===== src/rtl/clk_div_pkg.sv =====
// Shared types and defaults for the clock divider run/stop controller.
package clk_div_pkg;

  localparam int CNT_W_DEFAULT    = 8;
  localparam int DEF_HALF_DEFAULT = 3;

  typedef enum logic [1:0] {
    IDLE  = 2'd0,
    RUN   = 2'd1,
    DRAIN = 2'd2
  } state_e;

endpackage


===== src/rtl/clk_div_ctrl_if.sv =====
// Configuration handshake between the config logic and the divider controller.
interface clk_div_cfg_if #(
  parameter int CNT_W = 8
) ();

  logic             cfg_valid;
  logic [CNT_W-1:0] cfg_half;
  logic             cfg_ready;
  logic             cfg_err;

  modport master (
    output cfg_valid,
    output cfg_half,
    input  cfg_ready,
    input  cfg_err
  );

  modport slave (
    input  cfg_valid,
    input  cfg_half,
    output cfg_ready,
    output cfg_err
  );

endinterface


===== src/rtl/clk_div_core.sv =====
// Half-period counter plus toggle flop. Counts only while run is high and
// otherwise parks with cnt=0, clk_out=0. restart clears synchronously.
module clk_div_core #(
  parameter int CNT_W = 8
) (
  input  logic             sys_clk,
  input  logic             run,
  input  logic [CNT_W-1:0] half,
  input  logic             restart,
  output logic             clk_out,
  output logic             period_end,
  output logic             rise
);

  logic [CNT_W-1:0] cnt_r;
  logic             clk_r;
  logic             term_s;

  // Terminal count detect and the falling/rising toggle qualifiers.
  always_comb begin
    term_s     = (cnt_r == (half - CNT_W'(1)));
    period_end = run & term_s & clk_r;
    rise       = run & term_s & ~clk_r;
  end

  // Counter and toggle flop; a wrap always lands on 0 so a new half value
  // takes effect from a clean phase start.
  always_ff @(posedge sys_clk) begin
    if (restart) begin
      cnt_r <= {CNT_W{1'b0}};
      clk_r <= 1'b0;
    end else if (!run) begin
      cnt_r <= {CNT_W{1'b0}};
      clk_r <= 1'b0;
    end else if (term_s) begin
      cnt_r <= {CNT_W{1'b0}};
      clk_r <= ~clk_r;
    end else begin
      cnt_r <= cnt_r + CNT_W'(1);
      clk_r <= clk_r;
    end
  end

  assign clk_out = clk_r;

endmodule


===== src/rtl/clk_div_ctrl.sv =====
// Run/stop controller for the 50%-duty even clock divider. New half-period
// settings are applied only at full-period boundaries (the falling toggle),
// and clk_out always parks low when stopped.
module clk_div_ctrl
  import clk_div_pkg::*;
#(
  parameter int CNT_W    = CNT_W_DEFAULT,
  parameter int DEF_HALF = DEF_HALF_DEFAULT
) (
  input  logic             sys_clk,
  input  logic             sys_rst,
  input  logic             en,
  clk_div_cfg_if.slave     cfg,
  output logic             clk_out,
  output logic             rise_tick,
  output logic             busy,
  output logic [CNT_W-1:0] cur_half
);

  state_e           state_r;
  state_e           state_s;
  logic [CNT_W-1:0] half_r;
  logic [CNT_W-1:0] half_s;
  logic [CNT_W-1:0] pend_half_r;
  logic [CNT_W-1:0] pend_half_s;
  logic             pend_vld_r;
  logic             pend_vld_s;
  logic             cfg_ready_r;
  logic             cfg_err_r;
  logic             rise_tick_r;
  logic             busy_r;

  logic             accept_s;
  logic             accept_zero_s;
  logic             accept_live_s;
  logic             period_end_s;
  logic             rise_s;
  logic             run_s;

  assign run_s = (state_r != IDLE);

  clk_div_core #(
    .CNT_W (CNT_W)
  ) u_core (
    .sys_clk    (sys_clk),
    .run        (run_s),
    .half       (half_r),
    .restart    (sys_rst),
    .clk_out    (clk_out),
    .period_end (period_end_s),
    .rise       (rise_s)
  );

  // Next-state logic: stopping is only allowed at a period end so the
  // high phase always completes.
  always_comb begin
    state_s = state_r;
    case (state_r)
      IDLE: begin
        if (en) begin
          state_s = RUN;
        end else begin
          state_s = IDLE;
        end
      end
      RUN: begin
        if (!en) begin
          if (period_end_s) begin
            state_s = IDLE;
          end else begin
            state_s = DRAIN;
          end
        end else begin
          state_s = RUN;
        end
      end
      DRAIN: begin
        if (en) begin
          state_s = RUN;
        end else if (period_end_s) begin
          state_s = IDLE;
        end else begin
          state_s = DRAIN;
        end
      end
      default: begin
        state_s = IDLE;
      end
    endcase
  end

  // Config handshake: zero is consumed and flagged, nonzero goes straight in
  // while idle or waits in the pending slot until the next period end.
  always_comb begin
    half_s        = half_r;
    pend_half_s   = pend_half_r;
    pend_vld_s    = pend_vld_r;
    accept_s      = cfg.cfg_valid & cfg_ready_r;
    accept_zero_s = accept_s & (cfg.cfg_half == {CNT_W{1'b0}});
    accept_live_s = accept_s & (cfg.cfg_half != {CNT_W{1'b0}});
    if (period_end_s && pend_vld_r) begin
      half_s     = pend_half_r;
      pend_vld_s = 1'b0;
    end else begin
      pend_vld_s = pend_vld_r;
    end
    // A pending slot is never full when accepting, so this cannot collide
    // with the apply above.
    if (accept_live_s) begin
      if (state_r == IDLE) begin
        half_s = cfg.cfg_half;
      end else begin
        pend_half_s = cfg.cfg_half;
        pend_vld_s  = 1'b1;
      end
    end else begin
      pend_half_s = pend_half_s;
    end
  end

  // State, settings and registered status outputs.
  always_ff @(posedge sys_clk) begin
    if (sys_rst) begin
      state_r     <= IDLE;
      half_r      <= CNT_W'(DEF_HALF);
      pend_half_r <= {CNT_W{1'b0}};
      pend_vld_r  <= 1'b0;
      cfg_ready_r <= 1'b1;
      cfg_err_r   <= 1'b0;
      rise_tick_r <= 1'b0;
      busy_r      <= 1'b0;
    end else begin
      state_r     <= state_s;
      half_r      <= half_s;
      pend_half_r <= pend_half_s;
      pend_vld_r  <= pend_vld_s;
      cfg_ready_r <= ~pend_vld_s;
      cfg_err_r   <= accept_zero_s;
      rise_tick_r <= rise_s;
      busy_r      <= (state_s != IDLE);
    end
  end

  assign cfg.cfg_ready = cfg_ready_r;
  assign cfg.cfg_err   = cfg_err_r;
  assign rise_tick     = rise_tick_r;
  assign busy          = busy_r;
  assign cur_half      = half_r;

endmodule


===== src/flat_wrapper.sv =====
// flat-port wrapper written by rule: the top's interface ports become plain ports
module clk_div_ctrl_flat import clk_div_pkg::*;
#(
  parameter int CNT_W    = CNT_W_DEFAULT,
  parameter int DEF_HALF = DEF_HALF_DEFAULT
)
  (sys_clk, sys_rst, en, clk_out, rise_tick, busy, cur_half, cfg_cfg_valid, cfg_cfg_half, cfg_cfg_ready, cfg_cfg_err);
  clk_div_cfg_if #(.CNT_W(CNT_W)) cfg_i ();
  input  logic sys_clk;
  input  logic sys_rst;
  input  logic en;
  output logic clk_out;
  output logic rise_tick;
  output logic busy;
  output logic [CNT_W-1:0] cur_half;
  input wire logic [$bits(cfg_i.cfg_valid)-1:0] cfg_cfg_valid;
  input wire logic [$bits(cfg_i.cfg_half)-1:0] cfg_cfg_half;
  output wire logic [$bits(cfg_i.cfg_ready)-1:0] cfg_cfg_ready;
  output wire logic [$bits(cfg_i.cfg_err)-1:0] cfg_cfg_err;
  assign cfg_i.cfg_valid = cfg_cfg_valid;
  assign cfg_i.cfg_half = cfg_cfg_half;
  assign cfg_cfg_ready = cfg_i.cfg_ready;
  assign cfg_cfg_err = cfg_i.cfg_err;
  clk_div_ctrl #(.CNT_W(CNT_W), .DEF_HALF(DEF_HALF)) u_core (.sys_clk(sys_clk), .sys_rst(sys_rst), .en(en), .cfg(cfg_i), .clk_out(clk_out), .rise_tick(rise_tick), .busy(busy), .cur_half(cur_half));
endmodule

===== config.mk =====
export PLATFORM = sky130hd
export DESIGN_NAME = clk_div_ctrl_flat
export DESIGN_NICKNAME = d
export VERILOG_FILES = /design/src/rtl/clk_div_pkg.sv /design/src/rtl/clk_div_ctrl_if.sv /design/src/rtl/clk_div_core.sv /design/src/rtl/clk_div_ctrl.sv /design/src/flat_wrapper.sv
export SDC_FILE = /design/constraint.sdc
export NUM_CORES = 1
export LEC_CHECK = 0
export CAP_MARGIN = 40
export CORE_MARGIN = 4
export CORE_UTILIZATION = 57
export DETAILED_ROUTE_END_ITERATION = 12
export PLACE_DENSITY = 0.83
export SYNTH_ARGS = -nofsm -noshare
export SYNTH_HDL_FRONTEND = slang
export SYNTH_HIERARCHICAL = 1
export SYNTH_SLANG_ARGS = --single-unit

===== constraint.sdc =====
create_clock -name sys_clk -period 6.8 [get_ports sys_clk]
set_clock_uncertainty 0.05 [all_clocks]
set_input_delay 1.36 -clock sys_clk [delete_from_list [all_inputs] [get_ports sys_clk]]
set_output_delay 1.36 -clock sys_clk [all_outputs]
set_load 0.02 [all_outputs]

# ---- After elaboration in Yosys (flattened, before gate mapping)
# Cells that the tools add are included.
# Widths: inputs -> output; s select.
dict set report word_totals {
  register_bits 32
  inputBits 12
  out_inout_bits 13
  wordCells 45
}
dict set report classes {
  addsub 2
  eq_ne 3
  muxes 10
  bitwise_logic 10
  reduce_logical 10
}
# cell count
set op_table {}
lappend op_table {{$mux 8} 3}
lappend op_table {{$add 8x1->8 const B} 1}
lappend op_table {{$eq 8x8->1} 1}
lappend op_table {{$logic_not 8->1} 1}
lappend op_table {{$reduce_bool 8->1} 1}
lappend op_table {{$sub 8x1->8 const B} 1}
lappend op_table {{$and 1x1->1} 6}
lappend op_table {{$mux 1} 4}
lappend op_table {{$mux 2} 2}
lappend op_table {{$not 1->1} 4}
lappend op_table {{$pmux 2 s2} 1}
lappend op_table {{$reduce_bool 2->1} 2}
lappend op_table {{$reduce_or 2->1} 2}
lappend op_table {{$reduce_or 3->1} 1}
lappend op_table {{$eq 2x1->1 const B} 1}
lappend op_table {{$eq 2x2->1 const B} 1}
lappend op_table {{$logic_not 2->1} 1}
lappend op_table {{$reduce_and 2->1} 1}
lappend op_table {{$logic_and 1x1->1} 1}

# ---- Logic depth before layout (Yosys ltp)
dict set report depth {
  depth_word 9
  mapped_depth 12
  depth_no_buf 10
}

# ---- Modules after synthesis
# Netlist, hierarchy kept.
# module instances cells_each area_each_um2 seq_area_each_um2
set modules_own_cells {}
lappend modules_own_cells {clk_div_ctrl 1 103 1074.8 460.4}
lappend modules_own_cells {clk_div_core 1 75 640.6 180.2}

# ---- Worst setup path before layout
# OpenSTA, ideal clock, no wires.
dict set report synth_timing {
  path_kind {reg2reg}
  startpoint {register u_core.half_r[0], in the netlist u_core/cur_half[0]}
  endpoint {register u_core.half_r[0], in the netlist u_core/cur_half[0]}
  setup_time_ps 126
  arrival_time_ps 2637
  required_ps 6624
  slack_ps 3988
  path_stages_with_launch 13
  path_buffers 2
  period_less_slack_ps 2812
  cell_sequence {dfxtp_1 inv_1 ha_1 buf_2 o21ba_1 a221oi_1 a41oi_1 a211oi_2 buf_6 and3_1 nand2_1 a211oi_1 mux2i_1}
}
dict set report synth_between {
  elab_chain_len 8
}
# element line
set synth_rtl {}
lappend synth_rtl {{from (decl)} clk_div_ctrl.sv:22} ;# logic [CNT_W-1:0] half_r;
lappend synth_rtl {{from (signal assigned)} clk_div_ctrl.sv:125} ;# half_r <= CNT_W'(DEF_HALF);
lappend synth_rtl {{from (signal assigned)} clk_div_ctrl.sv:134} ;# half_r <= half_s;
lappend synth_rtl {{$sub 8x1->8 (*)} clk_div_core.sv:21} ;# term_s = (cnt_r == (half - CNT_W'(1)));
lappend synth_rtl {{$eq 8x8->1 (*)} clk_div_core.sv:21}
lappend synth_rtl {{$and 1x1->1 (*) (2 in a row)} clk_div_core.sv:22} ;# period_end = run & term_s & clk_r;
lappend synth_rtl {{named net u_core.period_end_s} clk_div_ctrl.sv:36} ;# logic period_end_s;
lappend synth_rtl {{$logic_and 1x1->1 (*)} clk_div_ctrl.sv:101} ;# if (period_end_s && pend_vld_r) begin
lappend synth_rtl {{$mux 8 (*)} clk_div_ctrl.sv:101}
lappend synth_rtl {{$mux 8} clk_div_ctrl.sv:110} ;# if (state_r == IDLE) begin
lappend synth_rtl {{$mux 8 (*)} clk_div_ctrl.sv:109} ;# if (accept_live_s) begin
# Mark *: on every way through the listed nets, which the timed path passes. The rest lies on a longest branch.
# A chain may end at the register's enable or synchronous reset.

# ---- Worst setup path after layout
dict set report layout_timing {
  startpoint {register u_core.half_r[0], in the netlist u_core/cur_half[0]}
  endpoint {register u_core.half_r[1], in the netlist u_core/cur_half[1]}
}
# The elaborated chain is that of the path after synthesis.

==> insert_results.sql <==
INSERT INTO impl_metrics (metric_group, metric, value, unit) VALUES
('grt', 'via_count_of_the_first_global_routing_pass', '1396', ''),
('die', 'vert_die_dim', '62.9', 'µm'),
('sta', 'final.period_utilization', '47.6', '%'),
('sta', 'timing.setup.tns', '0', 'ns'),
('logic_synthesis', 'synthDistinctLibCells', '41', ''),
('sta', 'timing_hold_violations_final', '0', ''),
('logic_synthesis', 'syn_area', '1720', 'µm²'),
('power', 'switching_power', '0.107', 'mW'),
('power', 'combinationalPowerShare', '17.9', '%'),
('cells_and_area', 'stdcell_count', '232', ''),
('logic_synthesis', 'synth.top_cells.by_count', '32 x dfxtp_1, 17 x nand2b_1, 16 x mux2i_1', ''),
('drt', 'wl', '3390', 'µm'),
('cts', 'htreeDepth', '2', ''),
('place', 'placed_cells_incl_taps', '223', ''),
('cells_and_area', 'diodes', '0', ''),
('cts', 'ctsLongestPathBuffers', '2', ''),
('power', 'p_clk_share', '29.1', '%'),
('die', 'die_area', '3950', 'µm²'),
('logic_synthesis', 'synth_top_family_by_area', 'simple AND/OR/NAND/NOR gates', ''),
('die', 'effective_utilization_at_floorplan', '61.2', '%'),
('logic_synthesis', 'synthDominantAreaCellType', 'dfxtp_1', ''),
('worst_setup_path', 'worst_setup_path_end_kind', 'register', ''),
('cts', 'cts-hold-fix-buffers', '0', ''),
('sta', 'max-slew-margin-rel', '56.9', '%'),
('drt', 'final_ant_viol_nets', '0', ''),
('logic_synthesis', 'synth-seq-area-share', '37.3', '%'),
('worst_setup_path', 'critical_path_class', 'reg -> reg', ''),
('grt', 'initial_antenna_violation_count', '0', ''),
('power', 'swShare', '27.5', '%'),
('sta', 'grt_setup_unrepaired', 'false', ''),
('grt', 'grt_start_max_net_pins', '39', ''),
('cts', 'clock-sinks', '32', ''),
('sta', 'setup_viol', '0', ''),
('cts', 'post-cts-setup-buffers', '0', ''),
('cts', 'cts-resized-gates', '0', ''),
('status', 'status', 'completed', ''),
('cells_and_area', 'number_of_fillers_in_the_final_layout', '233', ''),
('logic_synthesis', 'syn_nets', '194', ''),
('logic_synthesis', 'synth.ff_latch_count', '32', ''),
('drt', 'drt_iter0_markers', '99', ''),
('logic_synthesis', 'postSynthCellCount', '178', ''),
('drt', 'drc_errors', '0', ''),
('cts', 'cts_tree', 'done', ''),
('power', 'power_density_over_cell_area', '193', 'nW/µm²'),
('sta', 'achievable-frequency', '0.309', 'GHz'),
('cells_and_area', 'utilization', '71.7', '%'),
('drt', 'route.vias.total', '1344', ''),
('die', 'die_width', '62.9', 'µm'),
('die', 'core-area', '2810', 'µm²'),
('drt', 'uppermost_layer_routed', 'met4', ''),
('cts', 'worst_skew_pair.late_latency', '0.33', 'ns'),
('place', 'gp_weighted_congestion', '0.843', ''),
('power', 'ir_worst_vdd', '164', 'µV'),
('hold_path', 'hp-class', 'reg -> reg', ''),
('worst_setup_path', 'critical_path_at', '3.40', 'ns'),
('logic_synthesis', 'synth_compound_gate_area_share', '11.4', '%'),
('place', 'port-buffer-count', '24', ''),
('logic_synthesis', 'synthXorXnorAreaFrac', '7.66', '%'),
('logic_synthesis', 'synth.mux.area_fraction', '9.99', '%'),
('sta', 'finalWorstPathRequiredPeriod', '3.24', 'ns'),
('die', 'rows', '19', ''),
('logic_synthesis', 'synth_adder_area_share', '2.92', '%'),
('drt', 'wl_met1', '1430', 'µm'),
('cells_and_area', 'drive_gt1_share', '7.46', '%'),
('cells_and_area', 'stdcell_area', '2010', 'µm²'),
('sta', 'final.hold.worst_slack', '0.442', 'ns'),
('cells_and_area', 'p_r_area_growth_vs_syn', '17.3', '%'),
('drt', 'wl_per_cell', '14.6', 'µm'),
('grt', 'gr-usage-all-layers', '19.7', '%'),
('logic_synthesis', 'post_synth.cell_area_avg', '9.64', 'µm²'),
('cts', 'cts.clk_slew.worst_paths', '0.09', 'ns');
sequential cells by signal, indices dropped and copies added, names as in the netlist:
signal and count:
u_core/u_core/clk_out 1, u_core/state_r 2, u_core/cfg.cfg_err 1, u_core/rise_tick 1, u_core/u_core/cnt_r 8, u_core/cfg.cfg_ready 1, u_core/pend_vld_r 1, u_core/busy 1
u_core/cur_half 8, u_core/pend_half_r 8
per-layer routing:
metal  up-vias  GRT usage [%]
met2        37           33.7
met3         4           7.73
met4         0           9.64
met5         -              0
met1       620           20.8
li1        683              -
stage by stage:
stage | power [mW] | setup slack [ns]
floorplan | 0.254 | 3.99
global placement | 0.276 | 3.50
detailed placement | 0.279 | 3.46
CTS | 0.392 | 3.57
global route | 0.413 | 3.23
finish | 0.388 | 3.56
layout by cell type, fill, tap and decap left out, types with 2 or more instances in the layout:
cell type        netlist  final
a211oi_1               3      3
and3_1                 7      7
nor2b_1                2      2
o31ai_1                6      6
xor2_1                 8      8
clkbuf_4               0      5
or2b_1                 2      2
nor3_1                10     10
nand2b_1              17     17
dfxtp_1               32     32
nand4_1                2      2
mux2i_1               16     16
xnor2_1                7      7
nor4_4                 2      2
clkdlybuf4s50_1        0     24
nor2_1                 9      9
nand3_1                3      3
nand2_1                5      5
ha_1                   4      4
o21ai_0                2      2
a41oi_1                2      2
nor3b_1                2      2
clkbuf_1               4      2
inv_1                  6      6
nand3b_1               6      6
cell type report:
| type | instances | area, µm² | area share, % |
|---|---|---|---|
| Clock buffer | 8 | 58.8 | 2.92 |
| Inverter | 6 | 22.5 | 1.12 |
| Multi-Input combinational cell | 130 | 996 | 49.5 |
| Sequential cell | 32 | 641 | 31.8 |
| Tap cell | 31 | 38.8 | 1.93 |
| Timing Repair Buffer | 25 | 255 | 12.7 |
worst max-delay path, stage by stage (launching register included):
cell      delay (ns)
dfxtp_1         0.48
inv_1           0.08
ha_1            0.30
o21ba_1         0.21
a221oi_1        0.30
a41oi_1         0.09
a211oi_2        0.59
and3_1          0.34
nand2_1         0.29
a211oi_1        0.30
mux2i_1         0.09
final timing paths:
kind / startpoint / end / slack [ns] / cells past startpoint
worst max-delay path: u_core/cur_half[0] / u_core/cur_half[1] / 3.56 / 10
worst min-delay path: u_core/pend_half_r[6] / u_core/pend_half_r[6] / 0.44 / 2
worst max register to register: u_core/cur_half[0] / u_core/cur_half[1] / 3.56 / 10
worst min register to register: u_core/pend_half_r[6] / u_core/pend_half_r[6] / 0.44 / 2
cell families after synthesis:
kind of cell / Yosys count
simple gates: 71
fa+ha+maj: 4
mux: 17
compound gates: 23
flops: 32
buf+inv: 16
xor+xnor: 15
power by group through the flow:
stage | Clock (mW) | Sequential (mW) | Combinational [mW]
2_1_floorplan | 0 | 0.213 | 0.0406
3_3_place_gp | 0 | 0.210 | 0.0659
3_5_place_dp | 0 | 0.210 | 0.0686
4_1_cts | 0.118 | 0.206 | 0.0688
5_1_grt | 0.129 | 0.207 | 0.0764
6_report | 0.113 | 0.206 | 0.0694
No activity file was read; power rests on OpenSTA's default activity.
